==> src/rtl/bf_program_loader.sv <==
// Brainfuck source loader: filters command characters from a byte stream, encodes
// them as 3-bit opcodes into program RAM, appends a halt word and checks nesting/length.
module bf_program_loader #(
  parameter int WIDTH   = 8,
  parameter int ADDR_W  = 8,
  parameter int DEPTH_W = 4
) (
  input  logic              clk,
  input  logic              rst_n,
  input  logic              start,
  input  logic [7:0]        char_data,
  input  logic              char_valid,
  input  logic              char_last,
  output logic              char_ready,
  output logic              prg_we,
  output logic [ADDR_W-1:0] prg_addr,
  output logic [WIDTH-1:0]  prg_data,
  output logic              busy,
  output logic              done,
  output logic              error,
  output logic [1:0]        err_code,
  output logic [ADDR_W-1:0] length
);

  typedef enum logic [1:0] {IDLE, LOAD, TERM} state_t;

  localparam logic [ADDR_W-1:0]  PTR_MAX  = '1;
  localparam logic [DEPTH_W-1:0] DEPTH_MAX = '1;
  localparam logic [WIDTH-1:0]   HALT     = {1'b1, {(WIDTH-1){1'b0}}};

  state_t              state, state_nxt;
  logic [ADDR_W-1:0]   ptr, ptr_nxt, length_nxt, addr_nxt;
  logic [DEPTH_W-1:0]  depth, depth_nxt;
  logic [WIDTH-1:0]    data_nxt;
  logic [1:0]          code_nxt;
  logic                we_nxt, done_nxt, error_nxt;
  logic                is_cmd;
  logic [2:0]          op;

  always_comb begin
    is_cmd = 1'b1;
    op     = 3'b000;
    case (char_data)
      8'h3E: op = 3'b000;  // >
      8'h3C: op = 3'b001;  // <
      8'h2B: op = 3'b010;  // +
      8'h2D: op = 3'b011;  // -
      8'h5B: op = 3'b100;  // [
      8'h5D: op = 3'b101;  // ]
      8'h2C: op = 3'b110;  // ,
      8'h2E: op = 3'b111;  // .
      default: is_cmd = 1'b0;
    endcase
  end

  assign char_ready = (state == LOAD);
  assign busy       = (state != IDLE);

  always_comb begin
    state_nxt  = state;
    ptr_nxt    = ptr;
    depth_nxt  = depth;
    length_nxt = length;
    error_nxt  = error;
    code_nxt   = err_code;
    we_nxt     = 1'b0;
    addr_nxt   = prg_addr;
    data_nxt   = prg_data;
    done_nxt   = 1'b0;
    case (state)
      IDLE: if (start) begin
        ptr_nxt    = '0;
        depth_nxt  = '0;
        length_nxt = '0;
        error_nxt  = 1'b0;
        code_nxt   = 2'b00;
        state_nxt  = LOAD;
      end
      LOAD: if (char_valid) begin
        // Unmatched ']' outranks overflow when both apply to the same character.
        if (is_cmd && op == 3'b101 && depth == '0) begin
          error_nxt = 1'b1;
          code_nxt  = 2'b01;
          state_nxt = IDLE;
        end else if (is_cmd && ((op == 3'b100 && depth == DEPTH_MAX) || ptr == PTR_MAX)) begin
          error_nxt = 1'b1;
          code_nxt  = 2'b11;
          state_nxt = IDLE;
        end else begin
          if (is_cmd) begin
            we_nxt   = 1'b1;
            addr_nxt = ptr;
            data_nxt = {{(WIDTH-3){1'b0}}, op};
            ptr_nxt  = ptr + 1'b1;
            if (op == 3'b100) depth_nxt = depth + 1'b1;
            if (op == 3'b101) depth_nxt = depth - 1'b1;
          end
          if (char_last) state_nxt = TERM;
        end
      end
      TERM: begin
        state_nxt = IDLE;
        if (depth != '0) begin
          error_nxt = 1'b1;
          code_nxt  = 2'b10;
        end else begin
          we_nxt     = 1'b1;
          addr_nxt   = ptr;
          data_nxt   = HALT;
          length_nxt = ptr;
          done_nxt   = 1'b1;
        end
      end
      default: state_nxt = IDLE;
    endcase
  end

  always_ff @(posedge clk or negedge rst_n) begin
    if (!rst_n) begin
      state    <= IDLE;
      ptr      <= '0;
      depth    <= '0;
      length   <= '0;
      error    <= 1'b0;
      err_code <= 2'b00;
      prg_we   <= 1'b0;
      prg_addr <= '0;
      prg_data <= '0;
      done     <= 1'b0;
    end else begin
      state    <= state_nxt;
      ptr      <= ptr_nxt;
      depth    <= depth_nxt;
      length   <= length_nxt;
      error    <= error_nxt;
      err_code <= code_nxt;
      prg_we   <= we_nxt;
      prg_addr <= addr_nxt;
      prg_data <= data_nxt;
      done     <= done_nxt;
    end
  end

endmodule

==> config.mk <==
export PLATFORM = sky130hd
export DESIGN_NAME = bf_program_loader
export DESIGN_NICKNAME = d
export VERILOG_FILES = /design/src/rtl/bf_program_loader.sv
export SDC_FILE = /design/constraint.sdc
export NUM_CORES = 1
export LEC_CHECK = 0
export ABC_AREA = 1
export CAP_MARGIN = 10
export CORE_MARGIN = 3
export CORE_UTILIZATION = 35
export CTS_CLUSTER_SIZE = 20
export DETAILED_ROUTE_END_ITERATION = 10
export SYNTH_ARGS = -nofsm -noshare
export SYNTH_HDL_FRONTEND = slang
export SYNTH_SLANG_ARGS = --single-unit
==> constraint.sdc <==
create_clock -name clk -period 4.9 [get_ports clk]
set_clock_uncertainty 0.2 [all_clocks]
set_input_delay 0.98 -clock clk [delete_from_list [all_inputs] [get_ports clk]]
set_output_delay 0.98 -clock clk [all_outputs]
set_load 0.1 [all_outputs]
### After elaboration in Yosys (flattened, before gate mapping)

Index checks and enable logic that the tools add are counted.

| word-level totals | value |
|---|---|
| register bits after elaboration | 43 |
| output and inout port bits | 31 |

| operators by class | value |
|---|---|
| $add $sub $neg | 3 |
| equality and inequality tests | 24 |
| muxes and demuxes | 54 |
| reductions and logical operators | 20 |

Operators with widths:

| cell | number |
|---|---|
| $mux W8 | 15 |
| $pmux W8 S2 | 4 |
| $eq A8 B6 Y1 const B | 6 |
| $mux W4 | 7 |
| $pmux W3 S7 | 1 |
| $mux W2 | 10 |
| $eq A8 B7 Y1 const B | 2 |
| $mux W1 | 12 |
| $ne A2 B2 Y1 const B | 6 |
| $reduce_and A6 Y1 | 2 |
| $add A8 B1 Y8 const B | 1 |
| $eq A8 B8 Y1 const B | 1 |
| $pmux W4 S2 | 1 |
| $reduce_bool A2 Y1 | 4 |
| $reduce_or A8 Y1 | 1 |
| $reduce_and A7 Y1 | 1 |
| $eq A3 B3 Y1 const B | 2 |
| $ne A3 B1 Y1 const B | 2 |
| $pmux W2 S3 | 1 |
| $reduce_and A3 Y1 | 2 |
| $reduce_and A5 Y1 | 1 |
| $add A4 B1 Y4 const B | 1 |
| $eq A4 B4 Y1 const B | 1 |
| $logic_and A1 B1 Y1 | 4 |
| other kinds (13) | 13 |

### Depth between registers and ports, before layout

Gate-level depths: netlist of the first run.

| logic depth | value |
|---|---|
| depth in word-level cells | 10 |
| depth in mapped cells | 13 |
| gate-level depth less buffers | 13 |

### Least setup slack after synthesis of the first run

Ideal clock, no wire load.

| timing | value |
|---|---|
| kind | in2reg |
| start point | in char_data[1] |
| end point | reg depth[3] |
| library setup time | 0.122 ns |
| data arrival time | 2.300 ns |
| data required time | 4.578 ns |
| slack | 2.278 ns |
| stages | 13 |
| buffers on the path | 0 |
| cells stage by stage | inv_1 nand2_2 nor2_4 nand2_4 inv_2 ha_1 a21oi_1 nand2_1 xor2_1 xor2_1 nor2_1 nand2_1 nand2_1 |

| on the way | value |
|---|---|
| longest elaborated chain between the ends | 9 |
| elaborated cells between the ends (all ways) | 29 |
| classes of those cells | 14 x eq/ne; 8 x mux; 7 x reduce/logical |

Ends and longest elaborated chain:

| what | RTL line | text |
|---|---|---|
| start: declaration | 11 | `input logic [7:0] char_data,` |
| $eq A8 B6 Y1 or $eq A8 B7 Y1 (tied branches) | 43 | `case (char_data)` |
| $pmux W3 S7 | 43 |  |
| $eq A3 B3 Y1 | 81, 96 |  |
| $mux W4 | 96 | `if (op == 3'b101) depth_nxt = depth - 1'b1;` |
| $mux W4 | 90 | `if (is_cmd) begin` |
| $mux W4 | 85 | `end else if (is_cmd && ((op == 3'b100 && depth == DEPTH_MAX) \|\| ptr == PTR_MAX)) begin` |
| $mux W4 | 81 | `if (is_cmd && op == 3'b101 && depth == '0) begin` |
| $mux W4 | 79 | `LOAD: if (char_valid) begin` |
| $pmux W4 S2 | 70 | `case (state)` |
| end signal: assignment | 133 | `depth <= depth_nxt;` |
| end: declaration | 33 | `logic [DEPTH_W-1:0] depth, depth_nxt;` |

Parallel ways exist; a longest one is shown, timed or not. The select of a mux whose other input is x is not followed.
A chain may end at the register's enable or synchronous reset.

### Worst setup path in the final report of the first run

| timing | value |
|---|---|
| start point | reg state[1] |
| end point | out char_ready |

| on the way | value |
|---|---|
| longest elaborated chain between the ends | 1 |

Ends and longest elaborated chain:

| what | RTL line | text |
|---|---|---|
| start: declaration | 31 | `state_t state, state_nxt;` |
| start signal: assignment | 131 | `state <= state_nxt;` |
| $eq A2 B1 Y1 | 56 | `assign char_ready = (state == LOAD);` |
| end: declaration | 14 | `output logic char_ready,` |

Every way passes these cells.

==> results of run 1 <==
-- cells by family (layout without fill, tap and decap cells) --
kind of cell / count (synthesis) / in the layout / synth area share, %
xor+xnor: 6 / 6 / 2.20
flops: 39 / 39 / 40.9
fa+ha+maj: 7 / 7 / 3.98
compound gates: 30 / 30 / 7.65
buf+inv: 42 / 76 / 8.75
simple gates: 175 / 175 / 36.4
other cells: 1 / 4 / 0.157
-- cells in the mapped netlist --
master    number  share of area, %
nor2_2         3              0.79
nor3_2         1              0.42
nand2_2       18               4.7
nor3_1         1              0.21
clkbuf_1       2              0.31
o21ai_0       15               3.1
nor3b_1        2              0.63
o31ai_1        2              0.63
inv_2          5              0.79
a31oi_1        2              0.52
nand2_1       85                13
nand4_1        4               1.0
fa_1           1              0.84
nor2_1        23               3.6
a21oi_1        3              0.63
ha_1           6               3.1
buf_2          2              0.42
buf_8          1              0.63
buf_6          2              0.94
xor2_1         4               1.5
nand2_4        4               1.9
nand4_4        1              0.89
conb_1         1              0.16
nor4_4         1              0.89
a21oi_4        1              0.68
xnor2_1        2              0.73
inv_1         24               3.8
buf_4          6               1.9
nand3_1       26               5.5
nor2_4         3               1.4
o21ai_2        1              0.37
nand3_2        1              0.42
dfrtp_1       39                41
nand3b_1       2              0.63
o21ai_1        2              0.42
o21bai_1       4               1.3
-- final cells by class --
cell class | count | area [µm²] | area share [%]
clock buffers | 6 | 72.6 | 2.53
clock inverters | 2 | 12.5 | 0.437
well taps | 77 | 96.3 | 3.36
multi-input cells | 222 | 1210 | 42.4
inverters | 29 | 109 | 3.80
repair buffers | 39 | 385 | 13.4
flip-flops and latches | 39 | 976 | 34.1
-- registers in the layout, summed over array words and instances, names as in the netlist --
signal and count:
prg_we 1, state 2, length 8, ptr 8
prg_data 4, prg_addr 8, done 1, error 1
depth 4, err_code 2
-- stage by stage --
| step | instances | hold slack, ns |
|---|---|---|
| 3_3_place_gp | 406 | 0.264 |
| 5_1_grt | 414 | 0.303 |
| 3_5_place_dp | 406 | 0.267 |
| 4_1_cts | 414 | 0.288 |
| 2_1_floorplan | 303 | 0.264 |
| 6_report | 414 | 0.281 |
-- per-layer routing --
layer | wire length, µm | GRT usage (%) | vias up
li1 | - | - | 1022
met1 | 2420 | 18.1 | 918
met2 | 2460 | 25.5 | 36
met3 | 201 | 3.07 | 8
met4 | 85 | 5.91 | 0
met5 | 0 | 0 | -
-- power breakdown --
| group | leakage [µW] | switching, µW | internal (µW) |
|---|---|---|---|
| Sequential | 0.000534 | 43.1 | 372 |
| Combinational | 0.000816 | 690 | 203 |
| Clock | 0.0000412 | 124 | 99.6 |
-- path summary, 6_finish.rpt --
check	end	cells past startpoint	slack, ns
setup / recovery	char_ready	3	1.26
hold / removal	prg_addr[2]	2	0.28
setup reg to reg	length[0]	5	2.37
hold reg to reg	prg_addr[2]	2	0.28
max in group asynchronous	prg_we	1	3.36
min in group asynchronous	length[1]	1	0.59
-- critical path, delay by kind of cell, from the launching register on --
family | cells | cell delay (ns)
buf+inv | 2 | 1.31
fa+ha+maj | 1 | 0.44
flops | 1 | 0.40
==> key figures, run 1 <==
Status
  • Status: complete, no violations

Clock network
  • Worst-path clk slew: approximately 0.080 ns
  • CTS H-tree depth: 2
  • Clock buffer depth: 2
  • Hold-fix buffers, CTS: 0
  • TritonCTS clock tree: built
  • Root Driver: clkbuf_8
  • Skew-Pair Late Insertion Delay: ~0.30 ns
  • Inserted Clock Buffers: 5
  • Postcts setup bufs: 0
  • PostCTS Resize Cnt: 0
  • TritonCTS Sinks: 39

Synthesis
  • Mean post-synth cell area: around 8 µm²
  • Synth Cell Area: ~2400 µm²
  • Synth Instances: 300
  • Yosys Warn Count: 0
  • Distinct cell type count after synthesis: 36
  • Yosys reg bits: 39
  • Post-synthesis sequential area ratio: roughly two fifths

Flow run
  • Max-Cap Viols: 0

STA
  • Period utilisation layout: 74.2%
  • Minimum clock period: roughly 3.6 ns
  • Slew @ Worst Pin: roughly 0.98 ns
  • Final setup vio count: 0
  • RSZ-0062 raised after global routing: no
  • Slew Limit Headroom: about a third
  • Max-slew violation count: 0
  • Final setup TNS: 0 ns
  • Final setup margin: ~1.3 ns
  • Fmax: roughly 270 MHz
  • Count of final hold-check violations: 0

Global route
  • Vias in the first global route: approximately 2000
  • Grt total ovfl: 0
  • GRT Total Usage: 14.8%
  • Initial antenna violation count: 0
  • Largest net degree at the start of global routing: 40
  • First-pass GRT wire length: between 9 and 10 mm

Drt
  • Via/cell ratio: 4.79
  • # DRC: 0
  • Number of nets still failing antenna checks after routing: 0
  • Initial drt markers: 50
  • DR pass1 iterations: 4
  • WL per Instance: around 12 µm
  • Routed wire length: about 5.2 mm
  • Via Count: between 1500 and 2000

Worst setup path
  • Worst-path cell chain: inv_1 -> ha_1 -> clkdlybuf4s50_1
  • Critical path capture point type: output port
  • Setup crit start: state[1]
  • Critical path data required time: 3.72 ns
  • RR Startpoint: state[0]
  • Crit start category: flip-flop
  • Crit Path Max Fanout: 12
  • Data arrival, critical path: between 2 and 2.5 ns
  • CP max-delay cell: clkdlybuf4s50_1
  • CP max stage delay: about 1.2 ns
  • Setup CP Type: flip-flop to output port

Final layout
  • Most common cell after layout, fill and taps aside: nand2_1
  • Nets@finish: 356
  • Share of layout cells above drive strength 1: approximately 14%
  • Leading cell types in the layout, fill and taps excluded: nand2_1 (85), dfrtp_1 (39), clkdlybuf4s50_1 (38)
  • Finished Core Util: 44.1%
  • Final Cell Area: roughly 2900 µm²
  • ANT cells: 0
  • Area grow syn2layout: 20.0%
  • Fillers: 674

Placed design
  • DP HPWL: approximately 3.8 mm
  • GPL Wtd Cong: 0.796
  • PortBufs: 39
  • Placed inst area: roughly 2800 µm²
  • Place WS: between 1.5 and 2 ns

Power and ir drop
  • PD cells: 535 nW/µm²
  • Power Total: about 1500 µW
  • VDD IR max: 411 µV
  • P_leak: 0.00139 µW

Die
  • Die Width: 88.6 µm
  • Initial Utilization: 36.8%
  • Die Ht: between 80 and 90 µm
  • Die area: 7850 µm²
  • Rows: 29
  • Boundary Pins: 44
  • Core Box Area: 6490 µm²

Worst hold path
  • Min-delay src: prg_addr[2]
  • Min-delay worst type: flip-flop to flip-flop
Power figures use the tool's default switching activity.
==> run 2, diff against run 1 <==
- clock period: 4.9 -> 3.4 ns (I/O delays scaled with it)
==> key figures, run 2 (synthesized netlist as in run 1, its figures left out) <==
Status
  • Status: complete, no violations

Global route
  • Largest net degree at the start of global routing: 40
  • Grt total ovfl: 0
  • GRT Total Usage: 14.7%
  • First-pass GRT wire length: 9.00 mm
  • Initial antenna violation count: 0
  • Vias in the first global route: 1947

Clock network
  • CTS H-tree depth: 2
  • Hold-fix buffers, CTS: 0
  • Root Driver: clkbuf_8
  • Worst-path clk slew: about 0.08 ns
  • TritonCTS clock tree: built
  • Clock buffer depth: 2
  • Postcts setup bufs: 0
  • TritonCTS Sinks: 39
  • Inserted Clock Buffers: 5
  • Skew-Pair Late Insertion Delay: about 0.3 ns
  • PostCTS Resize Cnt: 0

Placed design
  • DP HPWL: 3.82 mm
  • GPL Wtd Cong: roughly 0.79
  • Place WS: 0.423 ns
  • Placed insts: 409
  • PortBufs: 39

Worst setup path
  • Data arrival, critical path: around 2.6 ns
  • RR Startpoint: state[1]
  • Critical path data required time: 3.40 ns
  • Setup CP Type: input port to flip-flop
  • CP bufs+invs: 2
  • CP max-delay cell: clkdlybuf4s50_1
  • Worst path most repeated cell: nand2_1
  • Worst-path cell chain: clkdlybuf4s50_1 -> nand2_2 -> nor2_4 -> nand2_4 -> inv_2 -> ha_1 -> a21oi_1 -> nand2_1 -> xor2_1 -> xor2_1 -> nor2_1 -> nand2_1 -> nand2_1
  • Critical path capture point type: flip-flop
  • Crit start category: input port
  • Crit Path Max Fanout: 5
  • Reg2reg path depth: 11
  • Critical R2R Capture: err_code[1]
  • Reg2reg setup slack: 1.11 ns
  • CP max stage delay: slightly above 0.5 ns
  • Delay-heaviest family, CP: buffers and inverters

Die
  • Die Ht: a little under 90 µm
  • Die area: 7850 µm²
  • Core Box Area: between 6000 and 7000 µm²
  • Die Width: approximately 90 µm
  • Rows: 29
  • Initial Utilization: 36.8%
  • Boundary Pins: between 40 and 50

Worst hold path
  • Hold Crit Depth: 2
  • Min-delay worst type: flip-flop to flip-flop
  • Min-delay src: prg_addr[1]
  • Hold EP: prg_addr[1]

STA
  • Max-slew violation count: 0
  • Fmax: about 380 MHz
  • Final setup vio count: 0
  • Period utilisation layout: 77.8%
  • RSZ-0062 raised after global routing: no
  • Slew Limit Headroom: slightly below 40%
  • Final setup margin: approximately 0.75 ns
  • Count of final hold-check violations: 0
  • Minimum clock period: 2.65 ns
  • Final setup TNS: 0 ns
  • Slew @ Worst Pin: 0.912 ns

Drt
  • Met3 WL: ~200 µm
  • M1 wire length: ~2.4 mm
  • # DRC: 0
  • Via Count: roughly 2000
  • WL per Instance: between 10 and 15 µm
  • Number of nets still failing antenna checks after routing: 0
  • Via/cell ratio: about 4.7
  • DR pass1 iterations: 5
  • Met2 wire len: around 2.5 mm
  • DR top layer: met4
  • Routed wire length: 5.21 mm
  • Initial drt markers: between 80 and 90

Final layout
  • Nets@finish: 359
  • Most common cell after layout, fill and taps aside: nand2_1
  • Leading cell types in the layout, fill and taps excluded: nand2_1 (85), dfrtp_1 (39), buf_4 (30)
  • Area grow syn2layout: 19.3%
  • Fillers: between 600 and 700
  • Non-filler cells, final: between 400 and 500
  • ANT cells: 0
  • Finished Core Util: 43.8%
  • Top flop regs: length x8, prg_addr x8, ptr x8
  • Share of layout cells above drive strength 1: 22.9%

Power and ir drop
  • VDD IR max: around 580 µV
  • PD cells: a little over 800 nW/µm²
  • P_leak: about 0.0015 µW

Flow run
  • Max-Cap Viols: 0
-- run 2: cell count changes in the layout (fill, tap and decap cells not counted), sizes merged --
cell	delta
clkinv	+1
buf	+30
clkdlybuf4s50	-27
clkinvlp	-1
clkbuf	-1
bufinv	+1
-- run 2: power breakdown --
part           total [µW]  switching, µW  internal [µW]
logic                1300           1000            298
registers             598           61.6            536
clock network         399            180            219
-- run 2: worst register-to-register path, stage by stage (launching register included) --
cell and delay (ns):
dfrtp_1 0.37, inv_1 0.07, ha_1 0.27, buf_4 0.20, inv_1 0.32, nor2_1 0.08
inv_1 0.11, o21ai_0 0.09, nor3_1 0.21, nand2_2 0.12, nand2_1 0.08, o21ai_0 0.08
-- run 2: metrics by stage --
step           total power, µW  hold slack, ns  instance area (µm²)
6_report                  2290           0.284                 2850
5_1_grt                   2450           0.314                 2850
4_1_cts                   2320           0.293                 2850
3_5_place_dp              1920           0.271                 2740
3_3_place_gp              1920           0.266                 2740
2_1_floorplan             1690           0.184                 2400
-- run 2: cell type report --
type	count	area [µm²]	share of cell area (%)
multi-input cells	222	1210	42.6
well taps	77	96.3	3.38
clock buffers	5	68.8	2.42
clock inverters	3	43.8	1.54
flip-flops and latches	39	976	34.3
inverters	29	109	3.82
repair buffers	42	340	12.0
-- run 2: metal layers --
| metal | vias to the layer above | GRT usage [%] |
|---|---|---|
| met5 | - | 0 |
| met4 | 0 | 4.67 |
| met3 | 4 | 3.26 |
| met2 | 34 | 25.0 |
| met1 | 910 | 18.6 |
| li1 | 1022 | - |
-- run 2: worst max path at each step --
stage,from,to,slack [ns],depth (start not counted)
finish,char_data[3],depth[3],0.75,13
floorplan,state[1],ptr[1],0.81,8
global placement,char_data[3],depth[3],0.48,13
CTS,char_data[2],depth[3],0.74,13
global route,char_data[2],depth[3],0.54,13
detailed placement,char_data[2],depth[3],0.42,13
==> edit 1 (flow settings as in run 2) <==
Set the parameter `DEPTH_W` to 2 (it was 4).
--- a/src/rtl/bf_program_loader.sv
+++ b/src/rtl/bf_program_loader.sv
@@ -4,5 +4,5 @@
   parameter int WIDTH   = 8,
   parameter int ADDR_W  = 8,
-  parameter int DEPTH_W = 4
+  parameter int DEPTH_W = 2
 ) (
   input  logic              clk,
Check against the original RTL: not equivalent (a bounded check fails within 10 cycles, from zero or initial values and one cycle with rst_n low).
==> edit 1 against run 2 <==
  * Global-route usage is 0.075 points lower
  * Final area fell by 7.7%
  * Sequential cell count down 2
  * Via count is 5.5% lower
  * Routed wire length fell by 6.0%
  * Utilization barely moved
  * Synthesized area fell by 8.7%
  * Power shrank 5.4%
  * Final cell count is 6.5% lower
  * Worst setup slack improved by 0.13 ns
  * Die area down 8.1%
  * Synthesized cell count is 7.7% lower
==> edit 1: results <==
cts:
  cts_htree_levels: 2
  clock_network_latency_to_the_later_pin_of_the_worst_skew_pair_ns: 0.29
  cts-buffers-inserted: 5
  cts_setup_buffers: 0
  cts-root-to-sink-buffers: 2
critical_path:
  r2r-end: "ptr[1]$_DFFE_PN0P_"
  reg2reg_slack_ns: 1.01
  critical_path_peak_fanout: 11
  r2r-start: "state[1]$_DFFE_PN0P_"
  logic_depth_of_the_worst_register_to_register_path: 7
  arrival_time_of_data_at_the_critical_path_endpoint_ns: 1.63
  critical_path_destination: "char_ready"
  worstSetupStartpointType: "register"
global_route:
  grt_pass1_vias: 1805
  global_route.usage.total_pct: 14.6
  grt_antenna_before_repair: 0
  grt_pass1_wl_um: 8450
  grt_start_max_net_pins: 38
final_layout:
  number_of_inserted_diodes: 0
  fillerInstances: 606
  layout-drive-gt1-share_pct: 18.1
  num-nets-final: 332
placement:
  dp_hpwl_um: 3590
  gp_congestion: 0.823
  worst_setup_slack_after_placement_ns: 0.647
drt:
  dr.pass1.iters: 4
  wire_per_inst_um: 12.6
  detail_route.iter0.violations: 113
  via_per_inst: 4.77
pwr:
  power.static_leakage_uw: 0.00135
  irDropWorstVdd_uv: 693
run_status:
  outcome: "completed"
synth:
  synth_cell_types: 33
  ys_seq_area_share_pct: 42.5
  synthTopCellsByCount: "nand2_1, dfrtp_1, inv_1, nor2_1, nand4_1"
  synth-async-reset-ratio_pct: 100
  post_synth_main_area_contributors: "dfrtp_1, nand2_1, nand4_1, inv_1, nor2_1"
timing:
  finalCriticalPeriod_ns: 2.51
  worstMarginPinSlew_ns: 0.636
hold_path:
  min_delay_path_depth: 2
  min-delay-path-class: "reg -> reg"
-- edit 1: cell count changes after synthesis, moves of 8 or more --
cell	before	now
nand4_1	4	22
inv_1	24	32
nand2_2	18	5
nand2_1	85	73
nand3_1	26	15
-- edit 1: worst min-delay path by stage --
stage                                 start                       to  slack [ns]
floorplan                             rst_n     depth[0]$_DFFE_PN0P_        0.18
global placement    prg_addr[0]$_DFFE_PN0P_  prg_addr[0]$_DFFE_PN0P_        0.26
detailed placement  prg_addr[0]$_DFFE_PN0P_  prg_addr[0]$_DFFE_PN0P_        0.26
CTS                 prg_data[1]$_DFFE_PN0P_  prg_data[1]$_DFFE_PN0P_        0.28
global route        prg_data[7]$_DFFE_PN0P_  prg_data[7]$_DFFE_PN0P_        0.31
finish              prg_addr[0]$_DFFE_PN0P_  prg_addr[0]$_DFFE_PN0P_        0.28
-- edit 1: cells by family after synthesis --
group           Yosys count  synth area share (%)
simple gates            156                  35.3
buf+inv                  48                  10.7
flops                    37                  42.5
compound gates           27                  7.46
xor+xnor                  4                  1.61
fa+ha+maj                 4                  2.30
other cells               1                 0.172
-- edit 1: cell type report --
cell class / count / share of cell area (%)
Clock buffer: 5 / 2.62
Clock inverter: 2 / 1.33
Inverter: 34 / 4.85
Multi-Input combinational cell: 195 / 39.3
Sequential cell: 37 / 35.2
Tap cell: 75 / 3.57
Timing Repair Buffer: 42 / 13.1
-- edit 1: critical path, cell delays in order (launching register included) --
cell	delay, ns
dfrtp_1	0.38
inv_1	0.09
ha_1	0.48
buf_4	0.39
-- edit 1: routing by layer --
| metal | track usage, % | share of wire, % | vias to the layer above |
|---|---|---|---|
| li1 | - | - | 966 |
| met1 | 19.6 | 49 | 852 |
| met2 | 22.7 | 45 | 35 |
| met3 | 4.56 | 4.3 | 8 |
| met4 | 4.46 | 1.1 | 0 |
| met5 | 0 | 0 | - |
-- edit 1: where the power goes --
part,total [µW],internal [µW],switching [µW],leakage (µW)
combinational,1240,283,956,0.000792
clock,368,213,155,0.0000540
sequential,564,514,49.7,0.000506
-- edit 1: through the flow --
stage	cell area, µm²	instances
2_1_floorplan	2190	280
3_3_place_gp	2520	383
3_5_place_dp	2520	383
4_1_cts	2630	390
5_1_grt	2630	390
6_report	2630	390
==> edit 2 (flow settings as in run 2) <==
Made on the original files. Make the reset (`rst_n`) synchronous in one clocked block.
--- a/src/rtl/bf_program_loader.sv
+++ b/src/rtl/bf_program_loader.sv
@@ -116,5 +116,5 @@
   end
 
-  always_ff @(posedge clk or negedge rst_n) begin
+  always_ff @(posedge clk) begin
     if (!rst_n) begin
       state    <= IDLE;
Function: differs if rst_n is asserted again (counterexample within 4 cycles, from zero or initial values and one cycle with rst_n low); with rst_n held inactive, the same outputs for 4 cycles.
==> edit 2 against run 2 <==
  * Power up 30%
  * Die area is 3.9% lower
  * Sequential cell count stayed put
  * Critical path depth up 1
  * Sequential share of layout area decreased by 6.2 points
  * Final area is 2.4% lower
  * Worst setup slack worse by 0.022 ns
  * Final cell count increased by 8.4%
  * Synthesized area fell by 4.2%
  * Routed wire length rose by 2.0%
  * Non-clock buffer count is 1 lower
  * Highest routed layer unchanged
==> edit 2: results <==
final_layout:
  multiInputGateArea_um2: 1290
  final_cell_count_no_fill: 452
  fillerInstances: 643
  nClkBuffers: 6
  num-nets-final: 396
  comb.multi_input.count: 252
  layout.non_clock_buffers: 41
  sequential_cell_area_share_pct: 28.1
drt:
  met1_length_um: 2620
  wire_per_inst_um: 11.8
  met3_wirelength_um: 193
  wl_met2_um: 2460
synth:
  ys_seq_area_share_pct: 34.1
  most_used_dff_post_synth: "dfxtp_1"
  synth-async-reset-ratio_pct: 0
  synth_cell_types: 34
  synth_compound_area_share_pct: 8.53
  post_synth_main_area_contributors: "dfxtp_1, nand2_1, nor2_1, nand3_1, inv_1"
  syn_avg_cell_area_um2: 6.77
  synthTopCellsByCount: "nand2_1, nor2_1, dfxtp_1, inv_1, nand3_1"
  synth_adder_area_share_pct: 4.16
placement:
  numPlacedInstances: 444
  dp_hpwl_um: 4080
pwr:
  p_sw_uw: 1620
  irDropWorstVdd_uv: 887
  power_combinational_uw: 1790
  power.clock.total_uw: 460
critical_path:
  max_stage_delay_ns: 0.49
  logic_depth_of_the_worst_register_to_register_path: 10
  arrival_time_of_data_at_the_critical_path_endpoint_ns: 2.66
  r2r-end: "prg_addr[7]$_SDFFE_PN0P_"
  r2r-start: "state[1]$_SDFFE_PN0P_"
  critical_path_peak_fanout: 6
  reg2reg_slack_ns: 0.83
global_route:
  grt_start_max_net_pins: 22
  global_route.usage.total_pct: 15.2
  gr-usage-met2_pct: 25.4
  grt_pass1_vias: 2099
  grt_pass1_wl_um: 9360
hold_path:
  worst_hold_path.endpoint: "length[0]$_SDFFE_PN0P_"
  min-delay-start: "length[0]$_SDFFE_PN0P_"
timing:
  max_slew_margin_pct: 56.6
run_status:
  outcome: "completed"
edit 2: through the flow:
stage	utilization [%]	area, µm²	total power, µW	setup slack (ns)	hold slack (ns)
after CTS	45.3	2780	3000	0.739	0.268
final	45.3	2780	2980	0.731	0.267
after global routing	45.3	2780	3220	0.496	0.279
after detailed placement	43.2	2650	2530	0.425	0.255
after floorplan	-	2300	2210	0.741	0.287
after global placement	43.2	2650	2520	0.494	0.253
edit 2: how the worst max path moves through the flow:
stage / startpoint / end / slack [ns] / depth (start not counted)
floorplan: state[1]$_SDFFE_PN0P_ / prg_addr[0]$_SDFFE_PN0P_ / 0.74 / 10
global placement: char_data[3] / depth[3]$_SDFFE_PN0P_ / 0.49 / 14
detailed placement: char_data[2] / depth[3]$_SDFFE_PN0P_ / 0.42 / 14
CTS: char_data[2] / depth[3]$_SDFFE_PN0P_ / 0.74 / 14
global route: char_data[2] / depth[3]$_SDFFE_PN0P_ / 0.50 / 14
finish: char_data[3] / depth[3]$_SDFFE_PN0P_ / 0.73 / 14
